$ cat src/rtl/lsu_ctrl_pkg.sv
// Shared load/store types: AGU op encoding, LSU control bundles, FSM states
// and access-fault cause codes.
package lsu_ctrl_pkg;

  typedef struct packed {
    logic lb, lbu, lh, lhu, lw, sb, sh, sw;
  } lsu_op_type;

  typedef struct packed {
    logic        store;
    lsu_op_type  op;
    logic [31:0] address;
    logic [3:0]  byteenable;
    logic [31:0] wdata;
  } lsu_ctrl_in_type;

  typedef struct packed {
    logic        result_valid;
    logic [31:0] result;
    logic        exception;
    logic [3:0]  ecause;
    logic [31:0] etval;
  } lsu_ctrl_out_type;

  typedef enum logic [1:0] {LSU_IDLE, LSU_BUSY, LSU_DONE} lsu_state_type;

  localparam logic [3:0] except_load_access_fault  = 4'd5;
  localparam logic [3:0] except_store_access_fault = 4'd7;

endpackage

$ cat src/rtl/lsu_ctrl_align.sv
// Store-data lane replication and load-data extraction/extension.
module lsu_align
  import lsu_ctrl_pkg::*;
(
  input  lsu_op_type  op,
  input  logic [1:0]  offset,
  input  logic [31:0] wdata,
  input  logic [31:0] rdata,
  output logic [31:0] store_data,
  output logic [31:0] load_data
);

  logic [31:0] shifted;

  always_comb begin
    shifted    = rdata >> {offset, 3'b000};
    store_data = '0;
    load_data  = '0;

    if (op.sb)      store_data = {4{wdata[7:0]}};
    else if (op.sh) store_data = {2{wdata[15:0]}};
    else if (op.sw) store_data = wdata;

    if (op.lb)       load_data = {{24{shifted[7]}}, shifted[7:0]};
    else if (op.lbu) load_data = {24'b0, shifted[7:0]};
    else if (op.lh)  load_data = {{16{shifted[15]}}, shifted[15:0]};
    else if (op.lhu) load_data = {16'b0, shifted[15:0]};
    else if (op.lw)  load_data = shifted;
  end

endmodule

$ cat src/rtl/lsu_ctrl.sv
// Load/store control: accepts one AGU request, runs a single valid/ready
// data-memory transaction, stalls the pipeline and returns data or a fault.
module lsu_ctrl
  import lsu_ctrl_pkg::*;
#(
  parameter int unsigned TIMEOUT = 0
)
(
  input  logic        reset,
  input  logic        clock,
  input  logic        req_valid,
  input  logic        req_store,
  input  lsu_op_type  lsu_op,
  input  logic [31:0] address,
  input  logic [3:0]  byteenable,
  input  logic [31:0] wdata,
  input  logic        flush,
  output logic        dmem_valid,
  output logic [31:0] dmem_addr,
  output logic [3:0]  dmem_wstrb,
  output logic [31:0] dmem_wdata,
  input  logic        dmem_ready,
  input  logic        dmem_error,
  input  logic [31:0] dmem_rdata,
  output logic        stall,
  output logic        result_valid,
  output logic [31:0] result,
  output logic        exception,
  output logic [3:0]  ecause,
  output logic [31:0] etval
);

  lsu_state_type    state, state_next;
  lsu_ctrl_in_type  req_q;
  lsu_ctrl_out_type out;
  logic [31:0]      count_q, rdata_q;
  logic             error_q, killed_q;
  logic             accept, expire;
  logic [31:0]      store_data, load_data;

  lsu_align u_align (
    .op         (req_q.op),
    .offset     (req_q.address[1:0]),
    .wdata      (req_q.wdata),
    .rdata      (rdata_q),
    .store_data (store_data),
    .load_data  (load_data)
  );

  always_comb begin
    state_next = state;
    accept     = 1'b0;
    expire     = 1'b0;
    case (state)
      LSU_IDLE: begin
        if (req_valid && !flush) begin
          accept     = 1'b1;
          state_next = LSU_BUSY;
        end
      end
      LSU_BUSY: begin
        // ready takes priority over a coinciding timeout expiry
        if (dmem_ready) begin
          state_next = LSU_DONE;
        end else if (TIMEOUT != 0 && count_q == TIMEOUT - 1) begin
          expire     = 1'b1;
          state_next = LSU_DONE;
        end
      end
      LSU_DONE: state_next = LSU_IDLE;
      default:  state_next = LSU_IDLE;
    endcase
  end

  always_comb begin
    stall      = accept || (state == LSU_BUSY);
    dmem_valid = (state == LSU_BUSY);
    dmem_addr  = dmem_valid ? {req_q.address[31:2], 2'b00} : '0;
    dmem_wstrb = (dmem_valid && req_q.store) ? req_q.byteenable : '0;
    dmem_wdata = dmem_valid ? store_data : '0;

    out = '0;
    // a flush seen during BUSY or in DONE itself kills the completion
    if (state == LSU_DONE && !killed_q && !flush) begin
      out.result_valid = 1'b1;
      out.exception    = error_q;
      if (error_q) begin
        out.ecause = req_q.store ? except_store_access_fault : except_load_access_fault;
        out.etval  = req_q.address;
      end else if (!req_q.store) begin
        out.result = load_data;
      end
    end

    result_valid = out.result_valid;
    result       = out.result;
    exception    = out.exception;
    ecause       = out.ecause;
    etval        = out.etval;
  end

  always_ff @(posedge clock) begin
    if (reset) begin
      state    <= LSU_IDLE;
      req_q    <= '0;
      count_q  <= '0;
      rdata_q  <= '0;
      error_q  <= 1'b0;
      killed_q <= 1'b0;
    end else begin
      state <= state_next;
      if (accept) begin
        req_q    <= '{store: req_store, op: lsu_op, address: address,
                      byteenable: byteenable, wdata: wdata};
        count_q  <= '0;
        error_q  <= 1'b0;
        killed_q <= 1'b0;
      end
      if (state == LSU_BUSY) begin
        if (flush) killed_q <= 1'b1;
        if (dmem_ready) begin
          rdata_q <= dmem_rdata;
          error_q <= dmem_error;
        end else if (expire) begin
          error_q <= 1'b1;
        end else begin
          count_q <= count_q + 32'd1;
        end
      end
    end
  end

endmodule

$ cat config.mk
export PLATFORM = sky130hd
export DESIGN_NAME = lsu_ctrl
export DESIGN_NICKNAME = d
export VERILOG_FILES = /design/src/rtl/lsu_ctrl_pkg.sv /design/src/rtl/lsu_ctrl_align.sv /design/src/rtl/lsu_ctrl.sv
export SDC_FILE = /design/constraint.sdc
export NUM_CORES = 1
export LEC_CHECK = 0
export BUFFER_PORTS_ARGS = -buffer_cell sky130_fd_sc_hd__buf_2
export CORE_ASPECT_RATIO = 0.75
export CORE_MARGIN = 8
export CORE_UTILIZATION = 48
export CTS_CLUSTER_SIZE = 40
export DETAILED_ROUTE_END_ITERATION = 6
export PLACE_DENSITY = 0.81
export RECOVER_POWER = 25
export SLEW_MARGIN = 20
export SYNTH_ARGS = -nofsm -noshare
export SYNTH_HDL_FRONTEND = slang
export SYNTH_SLANG_ARGS = --single-unit
$ cat constraint.sdc
create_clock -name clock -period 2.25 [get_ports clock]
set_input_delay 0.45 -clock clock [delete_from_list [all_inputs] [get_ports clock]]
set_output_delay 0.45 -clock clock [all_outputs]
set_load 0.05 [all_outputs]
==> results.sh, run 1 <==
export IMPL_power_switching_uw=1467
export IMPL_irDropWorstVdd_uv=517.2
export IMPL_routed_wl_um=21540
export IMPL_start_util=0.4964
export IMPL_finalMaxSlewViolations=0
export IMPL_setup_viol=67
export IMPL_worstMarginPinSlew_ns=0.8546
export IMPL_final_area_um2=8381
export IMPL_critPathSlowestCell="mux2_2"
export IMPL_yosysWarnings=0
export IMPL_worstSkewPairLatency_ns=0.41
export IMPL_grt_usage=0.2560
export IMPL_ys_types=41
export IMPL_die_area_um2=15860
export IMPL_hold_class="input port to flip-flop"
export IMPL_leakagePower_uw=0.003740
export IMPL_synth_area_leader_cell="dfxtp_1"
export IMPL_ant_nets=0
export IMPL_seq_area_um2=2273
export IMPL_fin_cells=1164
export IMPL_cts_clk_slew_worst_paths_ns=0.06
export IMPL_clk_path_buf_depth=2
export IMPL_cts_htree_levels=4
export IMPL_status="finished with violations"
export IMPL_p_clk_frac=0.488
export IMPL_yosys_top_cells_area="dfxtp_1 (39%), nand2_1 (10%), a21oi_1 (10%)"
export IMPL_async_reset_ff_frac=0
export IMPL_grt_pass1_vias=6009
export IMPL_root_buffer="clkbuf_16"
export IMPL_rows=34
export IMPL_drc_errors=1
export IMPL_core_area_um2=11660
export IMPL_syn_cell_area_um2=5786
export IMPL_wl_per_cell_um=18.50
export IMPL_postCtsHoldBufs=0
export IMPL_num_vias=6439
export IMPL_switching_share=0.2657
export IMPL_yosysTopAreaCellShare=0.3910
export IMPL_cts_buffers_inserted=17
export IMPL_drtIter0Drc=528
export IMPL_path_max_fanout=15
export IMPL_hold_worst_slack_ns=0.2504
export IMPL_worstSetupPathType="flip-flop to primary output"
export IMPL_rsz0062_at_grt="true"
export IMPL_p_comb_frac=0.119
export IMPL_multi_input_area_um2=3341
export IMPL_critPathLaunchType="flip-flop"
export IMPL_ys_ff_latch=113
export IMPL_p_seq_frac=0.392
export IMPL_first_pass_iters=7
export IMPL_netlist_instances=746
export IMPL_grt_overflow_total=0
export IMPL_drive_gt1_frac=0.3754
export IMPL_period_needed_ns=2.388
export IMPL_crit_required_ns=1.80
export IMPL_yosysSeqAreaShare=0.3910
export IMPL_violations="DRC, setup timing"
export IMPL_area_growth_syn_to_layout_pct=44.85
export IMPL_cts_sinks=113
export IMPL_dp_cells=1125
export IMPL_skew_ns=0.008888
export IMPL_synth_main_ff_cell="dfxtp_1"
export IMPL_final_hold_violation_count=0
export IMPL_synth_edf_count=0
export IMPL_cts_tree="yes"
export IMPL_worstPathArrival_ns=1.94
export IMPL_place_worst_setup_slack_ns=-0.04949
export IMPL_antenna_found_initial=3
export IMPL_drv_cap=0
export IMPL_netlist_top_cells_count="nand2_1 (161), a21oi_1 (116), dfxtp_1 (113)"
export IMPL_die_w_um=142.8
export IMPL_max_freq_ghz=0.4187
export IMPL_grt_max_degree=70
export IMPL_cpPeakStageDelay_ns=0.38
export IMPL_ios=255
export IMPL_port_buffers=251
export IMPL_p_int_uw=4055
export IMPL_grt_pass1_wl_um=32360
export IMPL_post_route_period_util=1.061
export IMPL_placed_area_um2=7326
export IMPL_synthMostInstantiatedCell="nand2_1"
export IMPL_fillers=952
export IMPL_syn_avg_cell_area_um2=7.755
export IMPL_path_cells="buf_12, mux2_2, a21oi_1, nor2_1, o21a_1, buf_6"
export IMPL_power_density_nw_per_um2=658.9
export IMPL_die_height_um=111.1
export IMPL_cp_end_kind="primary output"
export IMPL_hpwl_um=15260
export IMPL_relSlewSlack=0.4303
export IMPL_via_per_inst=5.532
export IMPL_layout_setup_ws_ns=-0.1382
export IMPL_place_congestion=0.9267
export IMPL_nets=1101
## sequential cells by signal (all words and copies together), names as in the netlist
name / flops
killed_q: 1
error_q: 1
rdata_q: 32
req_q: 77
state: 2
## final timing paths
kind	endpoint	slack [ns]	depth (start not counted)	startpoint
setup reg to reg	error_q	0.18	9	state[0]
hold reg to reg	req_q[16]	0.46	2	req_q[16]
hold / removal	rdata_q[8]	0.25	2	dmem_rdata[8]
setup / recovery	result[17]	-0.14	6	req_q[36]
## area by class of cell
class,count,share of cell area
Tap cell,162,0.02419
Multi-Input combinational cell,561,0.3986
Inverter,3,0.001941
Antenna cell,3,0.0008958
Clock inverter,13,0.01777
Timing Repair Buffer,290,0.2313
Clock buffer,19,0.05405
Sequential cell,113,0.2713
## repair_timing
item                                   4_1_cts  5_1_grt
gates resized for setup                     67       67
setup endpoints to repair                  121       86
gates cloned                                 1        0
endpoints found under the hold margin        0        0
pin swaps                                    2        3
setup buffers                                3        0
## metal layers
metal,track usage,share of wire
met1,0.3312,0.42
met2,0.3892,0.45
met3,0.08950,0.11
met4,0.07910,0.018
met5,0,0.00037
## placed cells by master (no fill, tap or decap), types with 5 or more instances in the layout
cell,n
mux2i_1,15
inv_6,7
buf_4,46
nand3_1,8
nor2_2,5
nor2_4,5
a22o_1,32
nor2_1,45
clkbuf_16,17
a21oi_1,114
buf_2,191
clkbuf_4,7
o2bb2ai_1,7
nor3_2,5
o21ai_0,8
a22oi_1,9
o21a_1,17
buf_12,7
nor2b_1,6
mux2_2,8
dfxtp_1,108
and2_1,38
nand2_1,161
and3_1,37
buf_6,34
## cells by family (layout without fill, tap and decap cells)
logic type / count (synthesis) / after routing / synth area share
and+or+nand+nor: 326 / 326 / 0.2658
muxes: 26 / 26 / 0.04996
buffers and inverters: 74 / 325 / 0.06423
other: 1 / 6 / 0.0006482
AOI/OAI and AO/OA: 206 / 206 / 0.2284
DFF: 113 / 113 / 0.3910
## stage by stage
stage	setup TNS, ns	total power (µW)	utilization
after global placement	0	2803	0.6285
after global routing	-7.940	5715	0.7188
after floorplan	-0.7938	2571	-
after CTS	-3.533	5535	0.7024
final	-2.906	5522	0.7190
after detailed placement	-0.1319	2815	0.6285
## power groups by stage
| stage | clock network [µW] | registers (µW) | logic (µW) |
|---|---|---|---|
| final | 2700 | 2170 | 659 |
| after global routing | 2830 | 2170 | 713 |
| after CTS | 2730 | 2160 | 643 |
| after detailed placement | 0 | 2200 | 612 |
| after global placement | 0 | 2200 | 602 |
| after floorplan | 0 | 2170 | 399 |
## worst max-delay path, delay by kind of cell (launching register included)
kind	cells	cell delay, ns
flops	1	0.35
buf+inv	2	0.32
compound gates	2	0.41
simple gates	1	0.08
mux	1	0.38
(Power assumes the default switching activity.)
==> inputs of run 2 (changes only) <==
--- a/config.mk
+++ b/config.mk
@@ -8,10 +8,11 @@
 export BUFFER_PORTS_ARGS = -buffer_cell sky130_fd_sc_hd__buf_2
 export CORE_ASPECT_RATIO = 0.75
 export CORE_MARGIN = 8
-export CORE_UTILIZATION = 48
+export CORE_UTILIZATION = 49
+export CTS_BUF_LIST = sky130_fd_sc_hd__clkbuf_4 sky130_fd_sc_hd__clkbuf_8
 export CTS_CLUSTER_SIZE = 40
 export DETAILED_ROUTE_END_ITERATION = 6
-export PLACE_DENSITY = 0.81
+export PLACE_DENSITY = 0.82
 export RECOVER_POWER = 25
 export SLEW_MARGIN = 20
 export SYNTH_ARGS = -nofsm -noshare
==> results.sh, run 2 (same netlist as run 1, synthesis figures left out) <==
export IMPL_postLayoutCoreUtil=0.7065
export IMPL_power_switching_uw=1428
export IMPL_switching_share=0.3058
export IMPL_finalMaxSlewViolations=0
export IMPL_start_util=0.5000
export IMPL_core_area_um2=11570
export IMPL_setup_viol=79
export IMPL_wl_per_cell_um=18.45
export IMPL_grt_max_degree=74
export IMPL_die_w_um=141.5
export IMPL_drive_gt1_frac=0.3818
export IMPL_final_hold_violation_count=0
export IMPL_via_per_inst=5.509
export IMPL_top_register="req_q"
export IMPL_rsz0062_at_grt="true"
export IMPL_layout_commonest_cell="buf_2"
export IMPL_antenna_found_initial=2
export IMPL_post_route_period_util=1.060
export IMPL_worstMarginPinSlew_ns=1.070
export IMPL_routed_wl_um=21440
export IMPL_dp_cells=1123
export IMPL_layout_setup_ws_ns=-0.1360
export IMPL_worstSkewPairLatency_ns=0.43
export IMPL_violations="setup timing"
export IMPL_seq_area_um2=2281
export IMPL_path_cells="mux2_4, mux2i_4, a21oi_4, buf_12, o21a_1, buf_6"
export IMPL_first_pass_iters=6
export IMPL_grt_overflow_total=0
export IMPL_clk_path_buf_depth=2
export IMPL_area_growth_syn_to_layout_pct=41.31
export IMPL_grt_pass1_wl_um=32300
export IMPL_rr_worst_depth=7
export IMPL_worstPathArrival_ns=1.94
export IMPL_hold_class="input port to flip-flop"
export IMPL_num_vias=6401
export IMPL_cp_end_kind="primary output"
export IMPL_cts_clk_slew_worst_paths_ns=0.08
export IMPL_hpwl_um=15210
export IMPL_multi_input_area_um2=3338
export IMPL_hold_depth=2
export IMPL_drc_errors=0
export IMPL_finalSetupTns_ns=-5.168
export IMPL_cpPeakStageDelay_ns=0.39
export IMPL_skew_ns=0.01039
export IMPL_grt_pass1_vias=6165
export IMPL_leakagePower_uw=0.003623
export IMPL_relSlewSlack=0.2866
export IMPL_ios=255
export IMPL_root_buffer="clkbuf_8"
export IMPL_p_comb_frac=0.140
export IMPL_worstSetupPathType="flip-flop to primary output"
export IMPL_p_seq_frac=0.464
export IMPL_irDropWorstVdd_uv=425.2
export IMPL_power_density_nw_per_um2=571.2
export IMPL_cts_tree="yes"
export IMPL_path_max_fanout=17
export IMPL_die_height_um=110.1
export IMPL_port_buffers=251
export IMPL_die_area_um2=15580
export IMPL_grt_usage=0.2626
export IMPL_rows=34
export IMPL_p_int_uw=3242
export IMPL_place_congestion=0.9503
export IMPL_reg_top3="req_q: 77 flops, rdata_q: 32 flops, state: 2 flops"
export IMPL_p_clk_frac=0.396
export IMPL_status="finished with violations"
export IMPL_nets=1100
export IMPL_ant_nets=0
export IMPL_cts_sinks=113
export IMPL_drv_cap=0
export IMPL_max_freq_ghz=0.4191
export IMPL_cts_htree_levels=4
export IMPL_period_needed_ns=2.386
export IMPL_cts_buffers_inserted=17
export IMPL_fin_cells=1162
export IMPL_layout_common_cells="buf_2 (173), nand2_1 (160), a21oi_1 (114)"
export IMPL_drtIter0Drc=498
export IMPL_crit_required_ns=1.80
export IMPL_critPathSlowestCell="dfxtp_4"
export IMPL_largest_reg_flops=77
export IMPL_critPathLaunchType="flip-flop"
export IMPL_fillers=960
## run 2: cell type report
| class | instances | share of cell area |
|---|---|---|
| multi-input cells | 561 | 0.4083 |
| well taps | 162 | 0.02479 |
| inverters | 3 | 0.001377 |
| clock inverters | 15 | 0.01775 |
| repair buffers | 289 | 0.2395 |
| clock buffers | 17 | 0.02862 |
| diodes | 2 | 0.0006122 |
| flip-flops and latches | 113 | 0.2790 |
## run 2: through the flow
stage / area (µm²) / setup WS, ns / total power [µW] / hold WS, ns
floorplan: 5896 / -0.1619 / 2571 / 0.4319
global placement: 7307 / 0.01018 / 2801 / 0.4420
detailed placement: 7307 / -0.03025 / 2815 / 0.4446
CTS: 8011 / -0.1327 / 4672 / 0.1977
global route: 8173 / -0.2075 / 4843 / 0.1934
finish: 8175 / -0.1360 / 4670 / 0.2240
## run 2: power by group through the flow
stage          Sequential [µW]  Clock [µW]  Combinational, µW
3_3_place_gp              2200           0                598
2_1_floorplan             2170           0                399
4_1_cts                   2160        1880                632
6_report                  2160        1850                654
5_1_grt                   2170        1960                710
3_5_place_dp              2210           0                610
## run 2: layer usage
metal	GRT usage	vias to the layer above	part of all wire
li1	-	3039	-
met1	0.3268	2953	0.41
met2	0.4103	356	0.45
met3	0.09466	51	0.11
met4	0.1077	2	0.024
met5	0	-	0.00061
## run 2: critical path, delay by kind of cell, from the launching register on
| kind | cells | cell delay (ns) |
|---|---|---|
| mux | 2 | 0.58 |
| compound gates | 2 | 0.22 |
| flops | 1 | 0.39 |
| buf+inv | 2 | 0.31 |
## run 2: worst paths after layout
| kind | startpoint | to | slack, ns |
|---|---|---|---|
| worst max-delay path | req_q[37] | result[28] | -0.14 |
| worst min-delay path | dmem_rdata[4] | rdata_q[4] | 0.22 |
| worst max register to register | state[1] | error_q | 0.21 |
| worst min register to register | req_q[33] | req_q[33] | 0.46 |
## run 2: timing repair
| item | 4_1_cts | 5_1_grt |
|---|---|---|
| resized for setup | 100 | 62 |
| setup endpoints to repair | 132 | 136 |
| buffers inserted | 2 | 4 |
| hold buffers | 0 | 0 |
| pin swaps | 6 | 4 |
| hold endpoints to repair | 0 | 0 |
==> inputs of run 3 (changes only) <==
--- a/config.mk
+++ b/config.mk
@@ -14,7 +14,7 @@
 export DETAILED_ROUTE_END_ITERATION = 6
 export PLACE_DENSITY = 0.82
 export RECOVER_POWER = 25
-export SLEW_MARGIN = 20
+export SKIP_LAST_GASP = 1
 export SYNTH_ARGS = -nofsm -noshare
 export SYNTH_HDL_FRONTEND = slang
 export SYNTH_SLANG_ARGS = --single-unit
==> results.sh, run 3 (same netlist as run 1, synthesis figures left out) <==
export IMPL_violations="setup timing"
export IMPL_via_per_inst=5.518
export IMPL_grt_max_degree=74
export IMPL_cts_sinks=113
export IMPL_worstMarginPinSlew_ns=1.073
export IMPL_dp_cells=1123
export IMPL_clk_path_buf_depth=2
export IMPL_skew_ns=0.01181
export IMPL_post_route_period_util=1.079
export IMPL_final_hold_violation_count=0
export IMPL_largest_reg_flops=77
export IMPL_cts_buffers_inserted=17
export IMPL_drc_errors=0
export IMPL_rows=34
export IMPL_hold_class="input port to flip-flop"
export IMPL_die_w_um=141.5
export IMPL_rr_worst_depth=7
export IMPL_nets=1101
export IMPL_antenna_found_initial=2
export IMPL_die_area_um2=15580
export IMPL_hold_depth=2
export IMPL_start_util=0.5000
export IMPL_worstSkewPairLatency_ns=0.43
export IMPL_ios=255
export IMPL_ant_nets=0
export IMPL_postCtsHoldBufs=0
export IMPL_critPathSlowestCell="dfxtp_2"
export IMPL_rsz0062_at_grt="true"
export IMPL_grt_pass1_wl_um=32170
export IMPL_top_register="req_q"
export IMPL_area_growth_syn_to_layout_pct=40.44
export IMPL_layout_commonest_cell="buf_2"
export IMPL_grt_overflow_total=0
export IMPL_drive_gt1_frac=0.3794
export IMPL_grt_pass1_vias=6165
export IMPL_worstSetupPathType="flip-flop to primary output"
export IMPL_cpPeakStageDelay_ns=0.38
export IMPL_hpwl_um=15210
export IMPL_cts_tree="yes"
export IMPL_critPathLaunchType="flip-flop"
export IMPL_relSlewSlack=0.2845
export IMPL_path_cells="buf_6, mux2_2, a21oi_1, nor2_1, o21a_1, buf_4"
export IMPL_power_density_nw_per_um2=573.2
export IMPL_first_pass_iters=5
export IMPL_num_vias=6417
export IMPL_period_needed_ns=2.429
export IMPL_placed_area_um2=7307
export IMPL_leakagePower_uw=0.003612
export IMPL_setup_viol=92
export IMPL_fillers=963
export IMPL_cts_clk_slew_worst_paths_ns=0.08
export IMPL_core_area_um2=11570
export IMPL_grt_usage=0.2613
export IMPL_max_freq_ghz=0.4118
export IMPL_wl_per_cell_um=18.37
export IMPL_drtIter0Drc=592
export IMPL_finalSetupTns_ns=-6.071
export IMPL_cts_htree_levels=4
export IMPL_place_congestion=0.9503
export IMPL_root_buffer="clkbuf_8"
export IMPL_path_max_fanout=8
export IMPL_total_power_uw=4658
export IMPL_worstPathArrival_ns=1.98
export IMPL_port_buffers=251
export IMPL_routed_wl_um=21360
export IMPL_fin_cells=1163
export IMPL_final_area_um2=8125
export IMPL_crit_required_ns=1.80
export IMPL_die_height_um=110.1
export IMPL_drv_cap=0
export IMPL_irDropWorstVdd_uv=424.2
export IMPL_layout_setup_ws_ns=-0.1786
export IMPL_reg_top3="req_q: 77 flops, rdata_q: 32 flops, state: 2 flops"
export IMPL_cp_end_kind="primary output"
export IMPL_finalMaxSlewViolations=0
export IMPL_status="finished with violations"
export IMPL_layout_common_cells="buf_2 (173), nand2_1 (160), a21oi_1 (115)"
==> run 3: cell types whose count changed in the layout (fill, tap and decap cells not counted), sizes merged <==
cell  before  now
buf      260  261
==> run 3: metal layers <==
layer / share of wire / GRT usage / vias to the layer above
li1: - / - / 3042
met3: 0.11 / 0.09294 / 51
met5: 0.00061 / 0 / -
met1: 0.41 / 0.3266 / 2975
met2: 0.45 / 0.4069 / 347
met4: 0.024 / 0.1085 / 2
==> run 3: area by class of cell <==
cell class / count / area, µm² / area share
diodes: 2 / 5.005 / 0.0006160
well taps: 162 / 202.7 / 0.02495
flip-flops and latches: 113 / 2280 / 0.2806
repair buffers: 290 / 1926 / 0.2370
multi-input cells: 561 / 3322 / 0.4088
inverters: 3 / 11.26 / 0.001386
clock inverters: 15 / 145.1 / 0.01786
clock buffers: 17 / 234.0 / 0.02880
==> run 3: power by group <==
| group | internal [µW] | switching, µW | total (µW) |
|---|---|---|---|
| logic | 252 | 393 | 645 |
| registers | 2080 | 81.8 | 2160 |
| clock network | 902 | 947 | 1850 |
| total | 3240 | 1420 | 4660 |
==> run 3: repair_timing <==
action / in CTS / in global routing
resized for setup: 93 / 59
buffers inserted: 2 / 4
endpoints found under the setup margin: 132 / 136
pin swaps: 6 / 5
==> run 3: critical path, delay by kind of cell, from the launching register on <==
family                 cells  cell delay (ns)
buffers and inverters      2             0.35
multiplexers               1             0.38
flip-flops                 1             0.38
AND/OR/NAND/NOR            1             0.07
AO/OA/AOI/OAI              2             0.37
==> run 3: metrics by stage <==
step                worst slack, ns    util  hold slack, ns
finish                      -0.1786  0.7022          0.2248
global route                -0.2403  0.7020          0.1934
CTS                         -0.1426  0.6902          0.1977
detailed placement         -0.03025  0.6315          0.4446
global placement            0.01018  0.6315          0.4420
floorplan                   -0.1619       -          0.4319
==> run 3: final timing paths <==
kind | slack (ns) | endpoint | from
worst min-delay path | 0.22 | rdata_q[4] | dmem_rdata[4]
worst max-delay path | -0.18 | result[16] | req_q[36]
worst min register to register | 0.46 | req_q[33] | req_q[33]
worst max register to register | 0.17 | rdata_q[28] | state[1]
